### src/rtl/apb4_csr_bridge.sv
`default_nettype none
// ============================================================================
//  Module   : apb4_csr_bridge
//  Purpose  : APB4 slave to CSR cpuif bridge with stall handling, bounded wait,
//             response timeout, misalignment rejection and error counting.
//  Revision : 1.0
// ============================================================================
module apb4_csr_bridge #(
  parameter int ADDR_WIDTH     = 3,
  parameter int DATA_WIDTH     = 32,
  parameter int TIMEOUT_CYCLES = 16,
  parameter int ERRCNT_WIDTH   = 8
) (
  input  logic                    clk,
  input  logic                    rst,
  input  logic                    s_apb_psel,
  input  logic                    s_apb_penable,
  input  logic                    s_apb_pwrite,
  input  logic [ADDR_WIDTH-1:0]   s_apb_paddr,
  input  logic [DATA_WIDTH-1:0]   s_apb_pwdata,
  input  logic [DATA_WIDTH/8-1:0] s_apb_pstrb,
  input  logic [2:0]              s_apb_pprot,
  output logic                    s_apb_pready,
  output logic [DATA_WIDTH-1:0]   s_apb_prdata,
  output logic                    s_apb_pslverr,
  output logic                    cpuif_req,
  output logic                    cpuif_req_is_wr,
  output logic [ADDR_WIDTH-1:0]   cpuif_addr,
  output logic [DATA_WIDTH-1:0]   cpuif_wr_data,
  output logic [DATA_WIDTH-1:0]   cpuif_wr_biten,
  input  logic                    cpuif_req_stall_wr,
  input  logic                    cpuif_req_stall_rd,
  input  logic                    cpuif_rd_ack,
  input  logic                    cpuif_rd_err,
  input  logic [DATA_WIDTH-1:0]   cpuif_rd_data,
  input  logic                    cpuif_wr_ack,
  input  logic                    cpuif_wr_err,
  output logic [ERRCNT_WIDTH-1:0] err_count
);

  localparam int c_STRB_W = DATA_WIDTH / 8;
  localparam int c_LSB_W  = $clog2(c_STRB_W);
  localparam int c_CNT_W  = (TIMEOUT_CYCLES > 0) ? $clog2(TIMEOUT_CYCLES + 1) : 1;
  localparam logic [c_CNT_W-1:0] c_TMO = c_CNT_W'(TIMEOUT_CYCLES);

  typedef enum logic [1:0] {
    S_IDLE = 2'd0,
    S_REQ  = 2'd1,
    S_WAIT = 2'd2,
    S_RESP = 2'd3
  } state_t;

  state_t                   r_state;
  logic                     r_is_wr;
  logic [ADDR_WIDTH-1:0]    r_addr;
  logic [DATA_WIDTH-1:0]    r_wdata;
  logic [c_STRB_W-1:0]      r_strb;
  logic [c_CNT_W-1:0]       r_cnt;
  logic                     r_pready;
  logic                     r_pslverr;
  logic [DATA_WIDTH-1:0]    r_prdata;
  logic [ERRCNT_WIDTH-1:0]  r_err_count;

  logic                     w_misaligned;
  logic                     w_stall;
  logic                     w_ack;
  logic                     w_ack_err;
  logic                     w_req;
  logic                     w_timeout;
  logic [DATA_WIDTH-1:0]    w_biten;
  logic                     w_unused_pprot;

  assign w_unused_pprot = ^s_apb_pprot;

  generate
    if (c_LSB_W == 0) begin : g_align_none
      assign w_misaligned = 1'b0;
    end else begin : g_align_chk
      assign w_misaligned = |s_apb_paddr[c_LSB_W-1:0];
    end
  endgenerate

  generate
    for (genvar i = 0; i < DATA_WIDTH; i++) begin : g_biten
      assign w_biten[i] = r_strb[i/8];
    end
  endgenerate

  // Only the handshake signals of the latched direction are considered.
  assign w_stall   = r_is_wr ? cpuif_req_stall_wr : cpuif_req_stall_rd;
  assign w_ack     = r_is_wr ? cpuif_wr_ack       : cpuif_rd_ack;
  assign w_ack_err = r_is_wr ? cpuif_wr_err       : cpuif_rd_err;
  assign w_req     = (r_state == S_REQ) && !w_stall;
  assign w_timeout = (TIMEOUT_CYCLES != 0) && (r_cnt == c_TMO);

  always_ff @(posedge clk or posedge rst) begin
    if (rst) begin
      r_state     <= S_IDLE;
      r_is_wr     <= 1'b0;
      r_addr      <= '0;
      r_wdata     <= '0;
      r_strb      <= '0;
      r_cnt       <= '0;
      r_pready    <= 1'b0;
      r_pslverr   <= 1'b0;
      r_prdata    <= '0;
      r_err_count <= '0;
    end else begin
      r_pready  <= 1'b0;
      r_pslverr <= 1'b0;
      r_prdata  <= '0;
      case (r_state)
        S_IDLE: begin
          if (s_apb_psel && !s_apb_penable) begin
            r_is_wr <= s_apb_pwrite;
            r_addr  <= s_apb_paddr;
            r_wdata <= s_apb_pwdata;
            r_strb  <= s_apb_pwrite ? s_apb_pstrb : '0;
            if (w_misaligned) begin
              r_state   <= S_RESP;
              r_pready  <= 1'b1;
              r_pslverr <= 1'b1;
            end else begin
              r_state <= S_REQ;
            end
          end
        end
        S_REQ: begin
          if (w_req) begin
            r_cnt <= '0;
            if (w_ack) begin
              r_state   <= S_RESP;
              r_pready  <= 1'b1;
              r_pslverr <= w_ack_err;
              r_prdata  <= r_is_wr ? '0 : cpuif_rd_data;
            end else begin
              r_state <= S_WAIT;
            end
          end
        end
        S_WAIT: begin
          if (w_ack) begin
            r_state   <= S_RESP;
            r_pready  <= 1'b1;
            r_pslverr <= w_ack_err;
            r_prdata  <= r_is_wr ? '0 : cpuif_rd_data;
          end else if (w_timeout) begin
            r_state   <= S_RESP;
            r_pready  <= 1'b1;
            r_pslverr <= 1'b1;
          end else begin
            r_cnt <= r_cnt + c_CNT_W'(1);
          end
        end
        S_RESP: begin
          r_state <= S_IDLE;
          if (r_pslverr && (r_err_count != '1)) begin
            r_err_count <= r_err_count + ERRCNT_WIDTH'(1);
          end
        end
        default: r_state <= S_IDLE;
      endcase
    end
  end

  assign s_apb_pready    = r_pready;
  assign s_apb_pslverr   = r_pslverr;
  assign s_apb_prdata    = r_prdata;
  assign cpuif_req       = w_req;
  assign cpuif_req_is_wr = r_is_wr;
  assign cpuif_addr      = r_addr;
  assign cpuif_wr_data   = r_wdata;
  assign cpuif_wr_biten  = w_biten;
  assign err_count       = r_err_count;

endmodule
`default_nettype wire

### config.mk
export PLATFORM = sky130hd
export DESIGN_NAME = apb4_csr_bridge
export DESIGN_NICKNAME = d
export VERILOG_FILES = /design/src/rtl/apb4_csr_bridge.sv
export SDC_FILE = /design/constraint.sdc
export NUM_CORES = 1
export LEC_CHECK = 0
export BUFFER_PORTS_ARGS = -buffer_cell sky130_fd_sc_hd__buf_2
export CELL_PAD_IN_SITES_DETAIL_PLACEMENT = 2
export CELL_PAD_IN_SITES_GLOBAL_PLACEMENT = 2
export CORE_MARGIN = 1.5
export CORE_UTILIZATION = 27
export CTS_BUF_LIST = sky130_fd_sc_hd__clkbuf_8 sky130_fd_sc_hd__clkbuf_16
export DETAILED_ROUTE_END_ITERATION = 10
export PLACE_DENSITY_LB_ADDON = 0.1
export SYNTH_ARGS = -nofsm -noshare
export SYNTH_HDL_FRONTEND = slang
export SYNTH_SLANG_ARGS = --single-unit
### constraint.sdc
create_clock -name clk -period 2.65 [get_ports clk]
set_input_delay 0.1325 -clock clk [delete_from_list [all_inputs] [get_ports clk]]
set_output_delay 0.1325 -clock clk [all_outputs]
set_load 0.02 [all_outputs]
==> parameters.txt <==
Parameter                              Value

Status
  Run status ... completed

Yosys
  Register bit count reported by yosys ... 89
  Dominant combinational cell family by area after synthesis ... multiplexers
  Post-Synthesis Net Count ... 389
  Number of different library cells in the post-synthesis netlist ... 41
  Top cells by area, synth ... dfrtp_1 58%, mux2_2 11%, buf_4 5.5%, and2_1 5.4%, ha_1 2.6%
  Count of warnings emitted by yosys ... 0
  Fraction of the yosys area taken by sequential cells ... 58.44%
  Post-Synth Adder-Cell Area ... 2.626%
  Compound-Gate Fraction of Synth Area ... 4.826%
  Leading area contributor after synthesis ... dfrtp_1
  Fraction of post-synthesis cell area in the top cell type by area ... 58.44%
  Synthesized cell area ... 3811 um2
  Fraction of synthesized area in multiplexers ... 12.97%
  Mapped Cells ... 296
  Synthesized-area fraction occupied by and/or/nand/nor cells ... 11.42%
  Post-synthesis share of cell area spent on xor and xnor gates ... 1.609%
  Average footprint of a synthesized cell ... 12.88 um2

Place
  Weighted congestion reported at the end of routability-driven placement ... 0.7100
  Pre-CTS WS ... 0.6773 ns
  Port Buffers ... 192
  Number of placed cells counting well taps ... 635
  Half-perimeter wire length after placement ... 7983 um

Floorplan
  Core ar. ... 13830 um2
  Row count ... 43
  DIE WIDTH ... 121.8 um
  Effective utilization at floorplan ... 27.56%
  Overall die height ... 121.8 um
  Die area ... 14840 um2
  Number of top-level pins ... 196

Route
  Via-per-instance ratio ... 4.389
  Aggregate routed wire length ... 11050 um
  Initial DRC Count ... 114
  Wirelength per Cell ... 16.18 um
  Antenna-violating nets left ... 0
  TritonRoute pass-1 iters ... 4
  DR vias ... 2998
  Post-detailed-route DRC marker count ... 0

STA
  Slew at the pin closest to its max-slew limit ... 0.5143 ns
  Final setup fails ... 0
  Max-slew violation total from the final report ... 0
  Final period util ... 73.75%
  Smallest hold slack ... 0.01406 ns
  Final count of hold timing violations ... 0
  Final-layout setup total negative slack ... 0 ns
  Final critical path time including I/O delays and setup ... 1.954 ns
  Clock Skews ... 0.004970 ns
  Setup repair after global routing missed its margin ... no
  Crit path setup slack, layout ... 0.6955 ns
  Tightest slew margin relative to the limit ... 64.82%
  Highest clock rate ... 511.6 MHz

Setup path
  CP Data Arrival Time ... 2.23 ns
  Critical path endpoint category ... flop
  Launching element type of the critical path ... flop
  Critical-path maximum fanout ... 32
  Crit Path Class ... flop to flop
  Required @ worst endpoint ... 2.92 ns

Clocking
  Count of instances resized after the clock tree is built ... 0
  Number of buffers created by CTS ... 9
  Worst-Skew Late Latency ... 0.34 ns
  Count of H-tree levels built during CTS ... 3
  Post-CTS setup repair buffer count ... 0
  Bufs on Longest Clock Path ... 2
  Clock root buffer ... clkbuf_16
  CTS tree ... done
  Clock transition at path regs ... 0.07 ns
  Clock net sink count ... 89

Power
  P per Cell Area ... 1077 nW/um2
  Proportion of power drawn by flip-flops and latches ... 35.7%
  Proportion of power drawn by combinational gates ... 42.1%
  Total power ... 5.788 mW
  Clock share of power ... 22.2%
  Static leakage ... 2.873 nW
  P_sw ... 2.309 mW
  Maximum ir drop on the vdd rail ... 0.0003534 V
  Internal ... 3.479 mW
  Switching power as a share of total power ... 39.89%

Cells and area
  Post-Layout Cell Count ... 683
  Antenna Diode Count ... 0
  Layout cells sized above 1 ... 50.70%
  Most common cell after layout, fill and taps aside ... buf_2
  Fillers ... 1477
  Area growth from synthesis to layout ... 41.07%
  Most frequent cells in the layout ... 192 x buf_2, 89 x dfrtp_1, 37 x mux2_2
  Number of nets in the layout ... 591

GRT
  Met1 global-route usage ... 16.41%
  M3 GR Usage ... 7.116%
  Number of antenna violations at the first check in global routing ... 0
  Most Crowded Layer GR ... met2
  Remaining Overflow, GRT ... 0
  Wire length of the first global-routing pass ... 17510 um
  Vias in the first global route ... 3385
  Combined global-route utilization of all metal layers ... 15.70%
  Met2 Use GR ... 27.18%
  Maximum number of pins on one net before global-route repair ... 39

Worst hold path
  Hold Path Class ... input pin to flop

Flow run
  Reported max-cap violation count ... 0
## layer usage
| metal | routed length [um] | vias to the layer above | part of all wire (%) |
|---|---|---|---|
| li1 | - | 1370 | - |
| met1 | 4049 | 1481 | 37 |
| met2 | 5631 | 133 | 51 |
| met3 | 1140 | 14 | 10 |
| met4 | 228 | 0 | 2.1 |
| met5 | 0 | - | 0 |
## cell usage after synthesis (all sizes together)
| master | count |
|---|---|
| dfrtp | 89 |
| mux2 | 38 |
| buf | 37 |
| and2 | 33 |
| nand2 | 20 |
| ha | 8 |
| o21ai | 8 |
| nor2 | 7 |
| inv | 6 |
| mux2i | 5 |
| nand4 | 5 |
| nand3 | 4 |
| xnor2 | 4 |
| a31oi | 3 |
| nor2b | 3 |
| xor2 | 3 |
| a211oi | 2 |
| a21oi | 2 |
| clkbuf | 2 |
| o221ai | 2 |
| a2111oi | 1 |
| a211o | 1 |
| a21boi | 1 |
| a2bb2oi | 1 |
| a32oi | 1 |
| and3 | 1 |
| and4 | 1 |
| and4bb | 1 |
| nand2b | 1 |
| nand3b | 1 |
| o211a | 1 |
| o211ai | 1 |
| o21a | 1 |
| or2 | 1 |
| or4b | 1 |
## cell families after synthesis
| family | count (synthesis) |
|---|---|
| AOI/OAI and AO/OA | 25 |
| xor gates and xnor gates | 7 |
| adders and majority gates | 8 |
| buffers and inverters | 45 |
| DFF | 89 |
| muxes | 43 |
| and+or+nand+nor | 79 |
## power groups by stage
stage	clock [mW]	sequential (mW)	combinational, mW
4_1_cts	1.34	2.08	2.48
6_report	1.28	2.07	2.44
3_5_place_dp	0	2.10	2.44
3_3_place_gp	0	2.06	2.39
5_1_grt	1.40	2.13	2.64
2_1_floorplan	0	2.56	1.28
## state kept, by name, summed over array words and instances, names as in the netlist
name,cells
r_state,2
cpuif_addr,3
s_apb_pslverr,1
r_strb,4
s_apb_prdata,32
cpuif_req_is_wr,1
cpuif_wr_data,32
r_cnt,5
err_count,8
s_apb_pready,1
## worst paths after layout
path | from | endpoint | slack [ns] | cells past startpoint
worst max-delay path | r_state[1]$_DFFE_PP0P_ | s_apb_prdata[7]$_DFF_PP0_ | 0.70 | 5
worst min-delay path | cpuif_rd_data[17] | s_apb_prdata[17]$_DFF_PP0_ | 0.01 | 2
worst max register to register | r_state[1]$_DFFE_PP0P_ | s_apb_prdata[7]$_DFF_PP0_ | 0.70 | 5
worst min register to register | cpuif_wr_data[0]$_DFFE_PP0P_ | cpuif_wr_data[0]$_DFFE_PP0P_ | 0.50 | 1
max in group asynchronous | rst | cpuif_wr_data[22]$_DFFE_PP0P_ | 1.50 | 4
min in group asynchronous | rst | cpuif_wr_data[16]$_DFFE_PP0P_ | 0.38 | 3
## area by class of cell
class	count	area [um2]	area share, %
Clock buffer	9	225.2	4.189
Clock inverter	7	72.57	1.350
Inverter	6	25.02	0.4654
Multi-Input combinational cell	162	1275	23.71
Sequential cell	89	2227	41.42
Tap cell	180	225.2	4.189
Timing Repair Buffer	230	1326	24.67
## worst max-delay path, stage by stage (launching register included)
cell and delay (ns):
dfrtp_1 0.42, inv_1 0.15, ha_1 0.33, a21oi_1 0.12
and4bb_2 0.65, and2_1 0.21
## metrics by stage
stage	utilization, %	instance area, um2
final	38.88	5376
after global routing	38.88	5376
after CTS	38.81	5366
after detailed placement	34.41	4758
after global placement	34.41	4758
after floorplan	-	3811
## repair_timing
item,4_1_cts,5_1_grt
hold buffers,31,1
endpoints found under the setup margin,0,0
hold endpoints to repair,66,1
Power figures use the tool's default switching activity.
